--- src/rtl/cmp_run_monitor.sv ---
// cmp_run_monitor: watches the E/G/L result of a 4-bit magnitude comparator.
// Keeps saturating per-outcome counters, tracks the current run of identical
// outcomes, raises sticky GT/LT run alarms and a sticky not-one-hot error.
module cmp_run_monitor #(
  parameter int CNT_W  = 8,
  parameter int RUN_W  = 4,
  parameter int RUN_TH = 4
) (
  input  logic             clk,
  input  logic             rst_n,
  input  logic             in_valid,
  input  logic             E,
  input  logic             G,
  input  logic             L,
  input  logic             clr,
  output logic [CNT_W-1:0] eq_cnt,
  output logic [CNT_W-1:0] gt_cnt,
  output logic [CNT_W-1:0] lt_cnt,
  output logic [1:0]       run_type,
  output logic [RUN_W-1:0] run_len,
  output logic             gt_alarm,
  output logic             lt_alarm,
  output logic             err,
  output logic             out_valid
);

  // Run state encoding doubles as the run_type output code.
  localparam logic [1:0] RT_NONE = 2'b00;
  localparam logic [1:0] RT_EQ   = 2'b01;
  localparam logic [1:0] RT_GT   = 2'b10;
  localparam logic [1:0] RT_LT   = 2'b11;

  localparam logic [RUN_W-1:0] LEN_MAX = '1;
  localparam logic [RUN_W-1:0] LEN_TH  = RUN_W'(RUN_TH);

  // Counters as a packed array: index 0 = EQ, 1 = GT, 2 = LT.
  logic [2:0][CNT_W-1:0] cnt_q, cnt_d;
  logic [1:0]            run_type_q, run_type_d;
  logic [RUN_W-1:0]      run_len_q, run_len_d;
  logic                  gt_alarm_q, gt_alarm_d;
  logic                  lt_alarm_q, lt_alarm_d;
  logic                  err_q, err_d;
  logic                  out_valid_q, out_valid_d;

  logic       accept;
  logic       legal;
  logic [1:0] cls;
  logic [2:0] hit;

  // Classify the incoming sample; anything not exactly one-hot is illegal.
  always_comb begin
    cls = RT_NONE;
    unique case ({E, G, L})
      3'b100:  cls = RT_EQ;
      3'b010:  cls = RT_GT;
      3'b001:  cls = RT_LT;
      default: cls = RT_NONE;
    endcase
  end

  // clr wins over a simultaneous sample, which is then dropped.
  assign accept = in_valid & ~clr;
  assign legal  = (cls != RT_NONE);
  assign hit    = {L, G, E} & {3{accept & legal}};

  // One saturating counter per outcome.
  for (genvar i = 0; i < 3; i++) begin : g_cnt
    assign cnt_d[i] = clr                      ? '0 :
                      (hit[i] & ~&cnt_q[i])    ? cnt_q[i] + 1'b1 :
                                                 cnt_q[i];
  end

  // Run tracking, alarms and error flag; idle cycles hold everything.
  always_comb begin
    run_type_d  = run_type_q;
    run_len_d   = run_len_q;
    gt_alarm_d  = gt_alarm_q;
    lt_alarm_d  = lt_alarm_q;
    err_d       = err_q;
    out_valid_d = in_valid | clr;
    if (clr) begin
      run_type_d = RT_NONE;
      run_len_d  = '0;
      gt_alarm_d = 1'b0;
      lt_alarm_d = 1'b0;
      err_d      = 1'b0;
    end else if (accept) begin
      if (!legal) begin
        err_d      = 1'b1;
        run_type_d = RT_NONE;
        run_len_d  = '0;
      end else begin
        if (cls == run_type_q) begin
          run_len_d = (run_len_q == LEN_MAX) ? run_len_q : run_len_q + 1'b1;
        end else begin
          run_type_d = cls;
          run_len_d  = {{(RUN_W-1){1'b0}}, 1'b1};
        end
        // Threshold is below LEN_MAX or equal to it; a saturated run keeps
        // matching but the alarm is already set, so re-setting is harmless.
        if (run_len_d == LEN_TH) begin
          if (run_type_d == RT_GT) gt_alarm_d = 1'b1;
          if (run_type_d == RT_LT) lt_alarm_d = 1'b1;
        end
      end
    end
  end

  // State registers, all cleared asynchronously.
  always_ff @(posedge clk or negedge rst_n) begin
    if (!rst_n) begin
      cnt_q       <= '0;
      run_type_q  <= RT_NONE;
      run_len_q   <= '0;
      gt_alarm_q  <= 1'b0;
      lt_alarm_q  <= 1'b0;
      err_q       <= 1'b0;
      out_valid_q <= 1'b0;
    end else begin
      cnt_q       <= cnt_d;
      run_type_q  <= run_type_d;
      run_len_q   <= run_len_d;
      gt_alarm_q  <= gt_alarm_d;
      lt_alarm_q  <= lt_alarm_d;
      err_q       <= err_d;
      out_valid_q <= out_valid_d;
    end
  end

  assign eq_cnt    = cnt_q[0];
  assign gt_cnt    = cnt_q[1];
  assign lt_cnt    = cnt_q[2];
  assign run_type  = run_type_q;
  assign run_len   = run_len_q;
  assign gt_alarm  = gt_alarm_q;
  assign lt_alarm  = lt_alarm_q;
  assign err       = err_q;
  assign out_valid = out_valid_q;

endmodule

--- config.mk ---
export PLATFORM = sky130hd
export DESIGN_NAME = cmp_run_monitor
export DESIGN_NICKNAME = d
export VERILOG_FILES = /design/src/rtl/cmp_run_monitor.sv
export SDC_FILE = /design/constraint.sdc
export NUM_CORES = 1
export LEC_CHECK = 0
export BUFFER_PORTS_ARGS = -buffer_cell sky130_fd_sc_hd__buf_4
export CORE_ASPECT_RATIO = 1.2
export CORE_UTILIZATION = 34
export CTS_CLUSTER_SIZE = 10
export DETAILED_ROUTE_END_ITERATION = 8
export HOLD_SLACK_MARGIN = 0.1
export MAX_ROUTING_LAYER = met4
export SYNTH_ARGS = -nofsm -noshare
export SYNTH_HDL_FRONTEND = slang
export SYNTH_SLANG_ARGS = --single-unit
--- constraint.sdc ---
create_clock -name clk -period 4.7 [get_ports clk]
set_clock_uncertainty 0.1 [all_clocks]
set_input_delay 0.47 -clock clk [delete_from_list [all_inputs] [get_ports clk]]
set_output_delay 0.47 -clock clk [all_outputs]
set_load 0.05 [all_outputs]
==> results of run 1 <==
[power groups by stage]
stage	clock network [mW]	registers, mW	logic [mW]
2_1_floorplan	0	0.316	0.0307
3_3_place_gp	0	0.305	0.0622
3_5_place_dp	0	0.305	0.0631
4_1_cts	0.263	0.300	0.0639
5_1_grt	0.278	0.300	0.0702
6_report	0.253	0.300	0.0630
[flip-flops by register name, indices dropped and copies added, names as in the netlist]
name	count
eq_cnt	8
err	1
gt_alarm	1
gt_cnt	8
lt_alarm	1
lt_cnt	8
out_valid	1
run_len	4
run_type	2
[layout by cell type (no fill, tap or decap), types with 4 or more instances in the layout]
master / synthesis / final
nand3_1: 16 / 16
xor2_1: 6 / 6
mux2i_1: 7 / 7
a31oi_1: 5 / 5
nand4_1: 4 / 4
nor2_1: 27 / 27
nor3_1: 4 / 4
dfrtp_1: 34 / 34
ha_1: 4 / 4
clkbuf_8: 0 / 8
a21oi_1: 9 / 9
o21ai_0: 8 / 8
xnor2_1: 8 / 8
inv_1: 7 / 7
nand2_1: 7 / 7
nand2b_1: 7 / 7
and3_1: 9 / 9
buf_4: 0 / 40
[layout make-up]
cell class | count | area, sq um
fill | 529 | 2970
inverter | 7 | 26.3
clock buffer | 8 | 110
tap | 62 | 77.6
timing repair buffer | 41 | 310
sequential | 34 | 851
multi-input combinational | 154 | 986
[worst max path at each step]
stage / startpoint / to / slack, ns / depth (start not counted)
after floorplan: gt_cnt[0] / gt_cnt[2] / 2.41 / 6
after global placement: L / lt_cnt[7] / 2.35 / 6
after detailed placement: L / lt_cnt[7] / 2.28 / 6
after CTS: gt_cnt[0] / gt_cnt[2] / 2.55 / 6
after global routing: L / lt_cnt[7] / 2.46 / 6
final: L / lt_cnt[7] / 2.56 / 6
[logic make-up after synthesis]
logic type	after synthesis	share of synthesized area, %
compound gates	33	11.0
xor+xnor	14	6.43
simple gates	95	27.4
fa+ha+maj	4	2.62
mux	8	4.27
buf+inv	14	3.67
flops	34	44.6
[routing by layer]
layer	global-route usage (%)	share of wire, %
met4	6.00	1.7
met2	24.6	48
met1	19.8	47
met5	-	0
met3	3.62	3.3
[stage by stage]
| step | util (%) | hold slack (ns) |
|---|---|---|
| floorplan | - | 0.0744 |
| global placement | 42.0 | 0.346 |
| detailed placement | 42.0 | 0.354 |
| CTS | 44.3 | 0.342 |
| global route | 44.3 | 0.347 |
| finish | 44.3 | 0.355 |
[timing repair]
item / 4_1_cts / 5_1_grt
endpoints found under the hold margin: 34 / 0
hold buffers: 1 / 0
endpoints found under the setup margin: 0 / 0
==> flow_summary_export.csv, run 1 <==
group,metric,value,unit
outcome,outcome,"finished, final reports clean",
logic_synthesis,syn_nets,213,
worst_setup_path,rrSetupSlack,2.56,ns
worst_setup_path,r2r_end,"gt_cnt[2]",
sta,tightestPinTransition,0.853,ns
pwr,p_clk_share,41.1,%
clock_network,numClockSinks,34,
worst_hold_path,hold_depth,2,
clock_network,cts_tree,"built",
global_routing,antenna_found_initial,0,
sta,fin_ws,2.56,ns
sta,slew_headroom,43.1,%
placed_design,placed_cell_area,0.00224,sq mm
worst_setup_path,cp_data_arrival_time,2.21,ns
run,drv_cap,0,
logic_synthesis,synth_common_cells,"dfrtp_1, nor2_1, nand3_1",
clock_network,cts_made_buffers,5,
floorplan,coreArea,0.00533,sq mm
logic_synthesis,yosysTopAreaCellShare,44.6,%
pwr,switchingPower,0.152,mW
clock_network,path_clk_slew,0.07,ns
worst_setup_path,timing.rr.start,"gt_cnt[0]",
worst_setup_path,critPathRequiredTime,4.77,ns
floorplan,die_y,84.0,microns
placed_design,hpwl,2910,microns
routing,vias_per_cell,5.34,
pwr,vdd_drop_max,124,uV
floorplan,io_pins,41,
pwr,p_seq_share,48.7,%
clock_network,post_cts_buffers,0,
global_routing,grt_max_degree,36,
clock_network,cts_resized,0,
sta,drv_slew,0,
pwr,power_frac_comb,10.2,%
worst_setup_path,cp_slowest_cell,"a21oi_1",
logic_synthesis,avgSynthCellArea,9.44,sq um
logic_synthesis,synthArstFlopShare,100,%
routing,vias,1635,
logic_synthesis,synth_seq_cells,34,
worst_setup_path,cp_top_family,"compound AO/OA/AOI/OAI gates",
global_routing,track_usage,15.8,%
logic_synthesis,syn_area,0.00191,sq mm
worst_setup_path,max_stage_delay,0.69,ns
cells_and_area,layout.cells.non_filler,306,
worst_setup_path,r2r_cells,6,
routing,antenna_left,0,
worst_setup_path,critPathLaunchType,"input port",
global_routing,gr-total-overflow,0,
routing,firstDrtPassIters,4,
routing,drt_iter0_drc,97,
floorplan,start_util,35.7,%
clock_network,cts_buffer_depth,2,
logic_synthesis,synth_cell_types,47,
pwr,p_int,0.463,mW
cells_and_area,fin_nets,254,
worst_setup_path,critPathMaxFanout,12,
sta,grt_setup_unrepaired,"false",
pwr,p_leak,1.09,nW
clock_network,cts_htree_levels,2,
worst_setup_path,cp-end-kind,"flop",
clock_network,clkLatencyLatePin,0.28,ns
logic_synthesis,synth.most_common_cell,"dfrtp_1",
logic_synthesis,synth-edff-count,0,
logic_synthesis,yosysWarnings,0,
logic_synthesis,synth_top_area_cell,"dfrtp_1",
logic_synthesis,synth_cells,202,
worst_hold_path,hold_path_class,"input port to flop",
sta,fmax,466,MHz
worst_setup_path,cp_cell_sequence,"buf_4 -> xor2_1 -> a21oi_1 -> nor4_1 -> nand3_1 -> mux2_2",
sta,finalSetupViolations,0,
global_routing,grt_pass1_wl,7270,microns
worst_setup_path,crit_buf_inv,1,
worst_setup_path,setup.worst_path.class,"input port to flop",
logic_synthesis,ys_seq_area_share,44.6,%
worst_hold_path,hp-start,"G",
cells_and_area,drive_gt1_share,23.0,%
routing,route.detailed.drc,0,
pwr,power,0.616,mW
placed_design,place.gp.congestion,0.778,
global_routing,grt_pass1_vias,1567,
cells_and_area,synthToLayoutAreaGrowth,23.8,%
sta,layout_min_cycle_time,2.14,ns
logic_synthesis,synth.area.top_cells,"dfrtp_1, nor2_1, nand3_1",
routing,wire_per_inst,13.6,microns
sta,setup_tns,0,ns
sta,hold_viol,0,
placed_design,place_ws,2.28,ns
floorplan,die_w,70.4,microns
pwr,p_per_area,261,mW/mm^2
placed_design,dp.cells,297,
cells_and_area,antenna_cells,0,
logic_synthesis,ys.flop_type,"dfrtp_1",
sta,min_period_over_period,45.6,%
routing,routed_wl,4160,microns
worst_hold_path,min_to,"lt_alarm",
floorplan,row_count,29,
clock_network,root_buffer,"clkbuf_8",
cells_and_area,stdcell_area,0.00236,sq mm
placed_design,portBuffers,40,
pwr,netSwitchingFraction,24.8,%
floorplan,die_area,0.00591,sq mm
No activity file was read; power rests on OpenSTA's default activity.
==> run 2, diff against run 1 <==
==> constraint.sdc (replaced) <==
create_clock -name clk -period 2.1 [get_ports clk]
set_clock_uncertainty 0.1 [all_clocks]
set_input_delay 0.21 -clock clk [delete_from_list [all_inputs] [get_ports clk]]
set_output_delay 0.21 -clock clk [all_outputs]
set_load 0.05 [all_outputs]
==> flow_summary_export.csv, run 2 (synthesis gave the netlist of run 1 again) <==
group,metric,value,unit
routing,antenna_left,0,
worst_setup_path,critPathLaunchType,"flop",
global_routing,grt_max_degree,35,
routing,wire_per_inst,13.9,microns
routing,firstDrtPassIters,4,
routing,route.detailed.drc,0,
cells_and_area,layout.cells.non_filler,316,
floorplan,start_util,35.7,%
worst_setup_path,cp-end-kind,"flop",
cells_and_area,drive_gt1_share,27.2,%
cells_and_area,layout_commonest_cell,"buf_4",
worst_setup_path,max_stage_delay,0.42,ns
worst_setup_path,setup.worst_path.class,"flop to flop",
sta,tightestPinTransition,0.966,ns
cells_and_area,nFillCells,515,
clock_network,root_buffer,"clkbuf_8",
cells_and_area,synthToLayoutAreaGrowth,27.1,%
routing,drt_iter0_drc,126,
routing,routed_wl,4400,microns
floorplan,die_y,84.0,microns
clock_network,clkLatencyLatePin,0.28,ns
worst_setup_path,cp_slowest_cell,"dfrtp_2",
placed_design,hpwl,2980,microns
placed_design,dp.cells,306,
sta,finalSetupViolations,0,
global_routing,track_usage,16.3,%
floorplan,die_w,70.4,microns
global_routing,antenna_found_initial,0,
clock_network,cts_resized,0,
sta,fmax,491,MHz
global_routing,grt_pass1_vias,1615,
worst_setup_path,critPathRequiredTime,2.20,ns
pwr,p_leak,1.11,nW
sta,grt_setup_unrepaired,"false",
sta,setup_tns,0,ns
clock_network,cts_made_buffers,5,
worst_setup_path,critPathMaxFanout,5,
clock_network,cts_htree_levels,2,
floorplan,io_pins,41,
sta,hold_viol,0,
worst_setup_path,cp_data_arrival_time,2.14,ns
floorplan,die_area,0.00591,sq mm
sta,layout_min_cycle_time,2.04,ns
clock_network,cts_tree,"built",
worst_hold_path,hold_path_class,"input port to flop",
sta,min_period_over_period,96.9,%
floorplan,row_count,29,
placed_design,place.gp.congestion,0.780,
cells_and_area,mostFrequentLayoutCells,"buf_4, dfrtp_1, nor2_1",
routing,vias_per_cell,5.34,
pwr,vdd_drop_max,349,uV
clock_network,path_clk_slew,0.06,ns
placed_design,portBuffers,40,
cells_and_area,antenna_cells,0,
outcome,outcome,"finished, final reports clean",
sta,slew_headroom,35.6,%
global_routing,gr-total-overflow,0,
floorplan,coreArea,0.00533,sq mm
sta,drv_slew,0,
routing,vias,1686,
clock_network,cts_buffer_depth,2,
run,drv_cap,0,
clock_network,numClockSinks,34,
worst_setup_path,cp_cell_sequence,"ha_2 -> and3_1 -> and3_4 -> or4_4 -> or3_1 -> a21oi_1",
global_routing,grt_pass1_wl,7550,microns
cells_and_area,fin_nets,264,
pwr,p_per_area,529,mW/mm^2
[run 2: final timing paths]
check / startpoint / endpoint / slack [ns] / cells past startpoint
worst min register to register: lt_alarm / lt_alarm / 0.42 / 2
worst max-delay path: gt_cnt[0] / gt_cnt[2] / 0.06 / 6
worst min-delay path: G / run_type[0] / 0.16 / 4
worst max register to register: gt_cnt[0] / gt_cnt[2] / 0.06 / 6
min in group asynchronous: rst_n / gt_alarm / 0.32 / 2
max in group asynchronous: rst_n / gt_cnt[1] / 1.25 / 2
[run 2: what timing repair did]
action	4_1_cts	5_1_grt
hold buffers	1	0
hold endpoints to repair	34	0
setup buffers	0	1
endpoints found under the setup margin	0	1
[run 2: final cells by class]
cell class | instances | area, sq um | area share (%)
timing repair buffer | 51 | 385 | 15.9
multi-input combinational | 154 | 1000 | 41.2
tap | 62 | 77.6 | 3.20
sequential | 34 | 855 | 35.3
inverter | 7 | 26.3 | 1.08
clock buffer | 8 | 80.1 | 3.30
[run 2: worst max-delay path, delay by kind of cell (launching register included)]
kind            cells  cell delay (ns)
flops               1             0.42
fa+ha+maj           1             0.19
simple gates        4             1.11
compound gates      1             0.14
[run 2: through the flow]
stage               setup slack, ns  cell area [sq um]  util, %  hold WS, ns  power, mW
finish                       0.0644               2420     45.4        0.160       1.28
global route                0.00246               2420     45.4        0.169       1.35
CTS                          0.0343               2420     45.3        0.149       1.31
detailed placement          -0.0434               2330     43.6       0.0891      0.836
global placement             0.0341               2330     43.6       0.0890      0.834
floorplan                   -0.0325               1920        -       -0.186      0.777
[run 2: per-layer routing]
metal | GRT usage (%) | vias up | wire (microns)
li1 | - | 832 | -
met2 | 24.5 | 38 | 2070
met3 | 3.26 | 5 | 227
met5 | - | - | 0
met4 | 6.91 | 0 | 46
met1 | 21.4 | 811 | 2060
[run 2: power by group]
| group | internal, mW | leakage (nW) | switching, mW |
|---|---|---|---|
| registers | 0.662 | 0.464 | 0.00885 |
| logic | 0.0506 | 0.607 | 0.102 |
| clock network | 0.235 | 0.0395 | 0.224 |
| total | 0.948 | 1.11 | 0.334 |
==> run 3, diff against run 2 <==
--- a/config.mk
+++ b/config.mk
@@ -5,6 +5,7 @@
 export SDC_FILE = /design/constraint.sdc
 export NUM_CORES = 1
 export LEC_CHECK = 0
+export ABC_AREA = 1
 export BUFFER_PORTS_ARGS = -buffer_cell sky130_fd_sc_hd__buf_4
 export CORE_ASPECT_RATIO = 1.2
 export CORE_UTILIZATION = 34
==> flow_summary_export.csv, run 3 <==
group,metric,value,unit
outcome,outcome,"finished, final reports clean",
sta,layout_min_cycle_time,1.70,ns
sta,grt_setup_unrepaired,"false",
global_routing,grt_max_degree,35,
placed_design,portBuffers,40,
logic_synthesis,synth_cells,245,
routing,routed_wl,4230,microns
worst_setup_path,critPathMaxFanout,12,
clock_network,path_clk_slew,0.07,ns
sta,drv_slew,0,
logic_synthesis,syn_area,0.00197,sq mm
routing,wl_met1,1960,microns
worst_setup_path,critical_path.startpoint,"gt_cnt[0]",
run,drv_cap,0,
routing,vias,1734,
placed_design,place.gp.congestion,0.777,
logic_synthesis,synth_seq_cells,34,
sta,finalSetupViolations,0,
worst_hold_path,hp-start,"G",
routing,routed.top_layer,"met4",
global_routing,grt_pass1_vias,1612,
routing,wire_per_inst,11.8,microns
logic_synthesis,synth.area.top_cells,"dfrtp_1, nand2_1, nand3_1",
routing,vias_per_cell,4.84,
clock_network,cts_buffer_depth,2,
sta,tightestPinTransition,0.450,ns
routing,wl_met2,2040,microns
global_routing,track_usage,15.9,%
routing,met3_length,169,microns
logic_synthesis,syn_nets,256,
cells_and_area,antenna_cells,0,
clock_network,root_buffer,"clkbuf_8",
placed_design,hpwl,3030,microns
logic_synthesis,ys.flop_type,"dfrtp_1",
floorplan,start_util,35.0,%
sta,slew_headroom,70.0,%
worst_setup_path,setup.worst_path.class,"flop to flop",
worst_setup_path,cp_data_arrival_time,1.82,ns
floorplan,die_area,0.00610,sq mm
floorplan,io_pins,41,
routing,drt_iter0_drc,67,
worst_setup_path,cp_top_family,"simple AND/OR/NAND/NOR gates",
worst_hold_path,hold_path_class,"input port to flop",
clock_network,cts_htree_levels,2,
sta,setup_tns,0,ns
logic_synthesis,avgSynthCellArea,8.03,sq um
pwr,p_per_area,541,mW/mm^2
worst_setup_path,crit_top_cell,"nand3_1",
floorplan,die_y,85.3,microns
worst_setup_path,max_stage_delay,0.41,ns
floorplan,coreArea,0.00563,sq mm
clock_network,clkLatencyLatePin,0.29,ns
logic_synthesis,synth_top_area_cell,"dfrtp_1",
logic_synthesis,synth.most_common_cell,"nand2_1",
logic_synthesis,yosysWarnings,0,
clock_network,cts_made_buffers,5,
sta,hold_viol,0,
worst_setup_path,timing.rr.start,"gt_cnt[0]",
sta,fmax,587,MHz
routing,firstDrtPassIters,4,
logic_synthesis,synth_cell_types,31,
global_routing,gr-total-overflow,0,
worst_setup_path,cp-end-kind,"flop",
cells_and_area,drive_gt1_share,24.5,%
worst_setup_path,crit_buf_inv,1,
worst_setup_path,critPathLaunchType,"flop",
floorplan,die_w,71.5,microns
cells_and_area,final_core_util,43.6,%
cells_and_area,fin_nets,304,
logic_synthesis,yosysTopAreaCellShare,43.2,%
clock_network,cts_tree,"built",
cells_and_area,synthToLayoutAreaGrowth,24.8,%
worst_setup_path,critPathRequiredTime,2.22,ns
logic_synthesis,ys_seq_area_share,43.2,%
logic_synthesis,synth_common_cells,"nand2_1, dfrtp_1, nand3_1",
worst_setup_path,cp_cell_sequence,"ha_1 -> nand3_1 -> inv_2 -> nand3_1 -> o21ai_2 -> nor2_4 -> nor2_2 -> nand2_1 -> o21ai_1",
floorplan,row_count,30,
pwr,p_leak,1.30,nW
global_routing,antenna_found_initial,0,
routing,route.detailed.drc,0,
cells_and_area,mostFrequentLayoutCells,"nand2_1, buf_4, dfrtp_1",
cells_and_area,layout_commonest_cell,"nand2_1",
sta,min_period_over_period,81.2,%
worst_setup_path,cp_slowest_cell,"dfrtp_1",
clock_network,numClockSinks,34,
pwr,vdd_drop_max,327,uV
routing,antenna_left,0,
logic_synthesis,synthArstFlopShare,100,%
clock_network,post_cts_buffers,0,
global_routing,grt_pass1_wl,7360,microns
logic_synthesis,synth-edff-count,0,
pwr,power,1.33,mW
[run 3: changes by cell type after synthesis, sizes merged, moves of 4 or more]
cell    before  now
nand2b       7    0
xnor2        8    2
and3         9    1
nand2        7   77
mux2i        7    0
nor4         4    0
nand3b       0    7
nor2        27   23
a31oi        5    0
inv          7   24
nand3       16   30
[run 3: per-stage QoR]
step                instances  hold WS (ns)  setup WS, ns  cell area (sq um)
global route              358         0.168         0.203               2460
floorplan                 245        -0.186         0.140               1970
finish                    358         0.169         0.395               2460
global placement          348        0.0992         0.411               2340
CTS                       358         0.163         0.399               2460
detailed placement        348        0.0961         0.410               2340
[run 3: final timing paths]
check	end	cells after the start	slack (ns)
worst max register to register	gt_cnt[6]	9	0.40
max in group asynchronous	lt_cnt[4]	2	1.27
worst min register to register	err	2	0.41
min in group asynchronous	eq_cnt[4]	2	0.32
worst max-delay path	gt_cnt[6]	9	0.40
worst min-delay path	run_type[0]	4	0.17
[run 3: layer usage]
| metal | vias to the layer above | global-route usage, % |
|---|---|---|
| li1 | 897 | - |
| met1 | 800 | 19.4 |
| met2 | 30 | 25.3 |
| met3 | 7 | 4.16 |
| met4 | 0 | 5.88 |
| met5 | - | - |
[run 3: timing repair]
action	CTS	global route
endpoints found under the hold margin	36	0
setup endpoints to repair	0	0
hold buffers	2	0
gates resized for setup	0	0
[run 3: layout make-up]
type / count / area [sq um]
inverter: 24 / 90.1
multi-input combinational: 184 / 1010
sequential: 34 / 851
clock buffer: 7 / 86.3
fill: 572 / 3170
tap: 64 / 80.1
clock inverter: 1 / 5.00
timing repair buffer: 44 / 335
[run 3: kinds of logic (layout without fill, tap and decap cells)]
kind of cell	after synthesis	count (layout)	share of synthesized area, %
AOI/OAI and AO/OA	22	22	7.06
xor gates and xnor gates	11	11	4.90
adders and majority gates	4	4	2.54
buffers and inverters	27	76	5.53
DFF	34	34	43.2
and+or+nand+nor	147	147	36.7
[run 3: worst min-delay path, cell delays in order]
cell and delay, ns:
buf_4 0.11, inv_2 0.06, nand2_4 0.08, o22ai_1 0.06
[run 3: where the power goes]
group / internal, mW / switching [mW] / leakage, nW
Sequential: 0.662 / 0.00652 / 0.469
Combinational: 0.0450 / 0.109 / 0.779
Clock: 0.265 / 0.242 / 0.0482
Total: 0.972 / 0.357 / 1.30
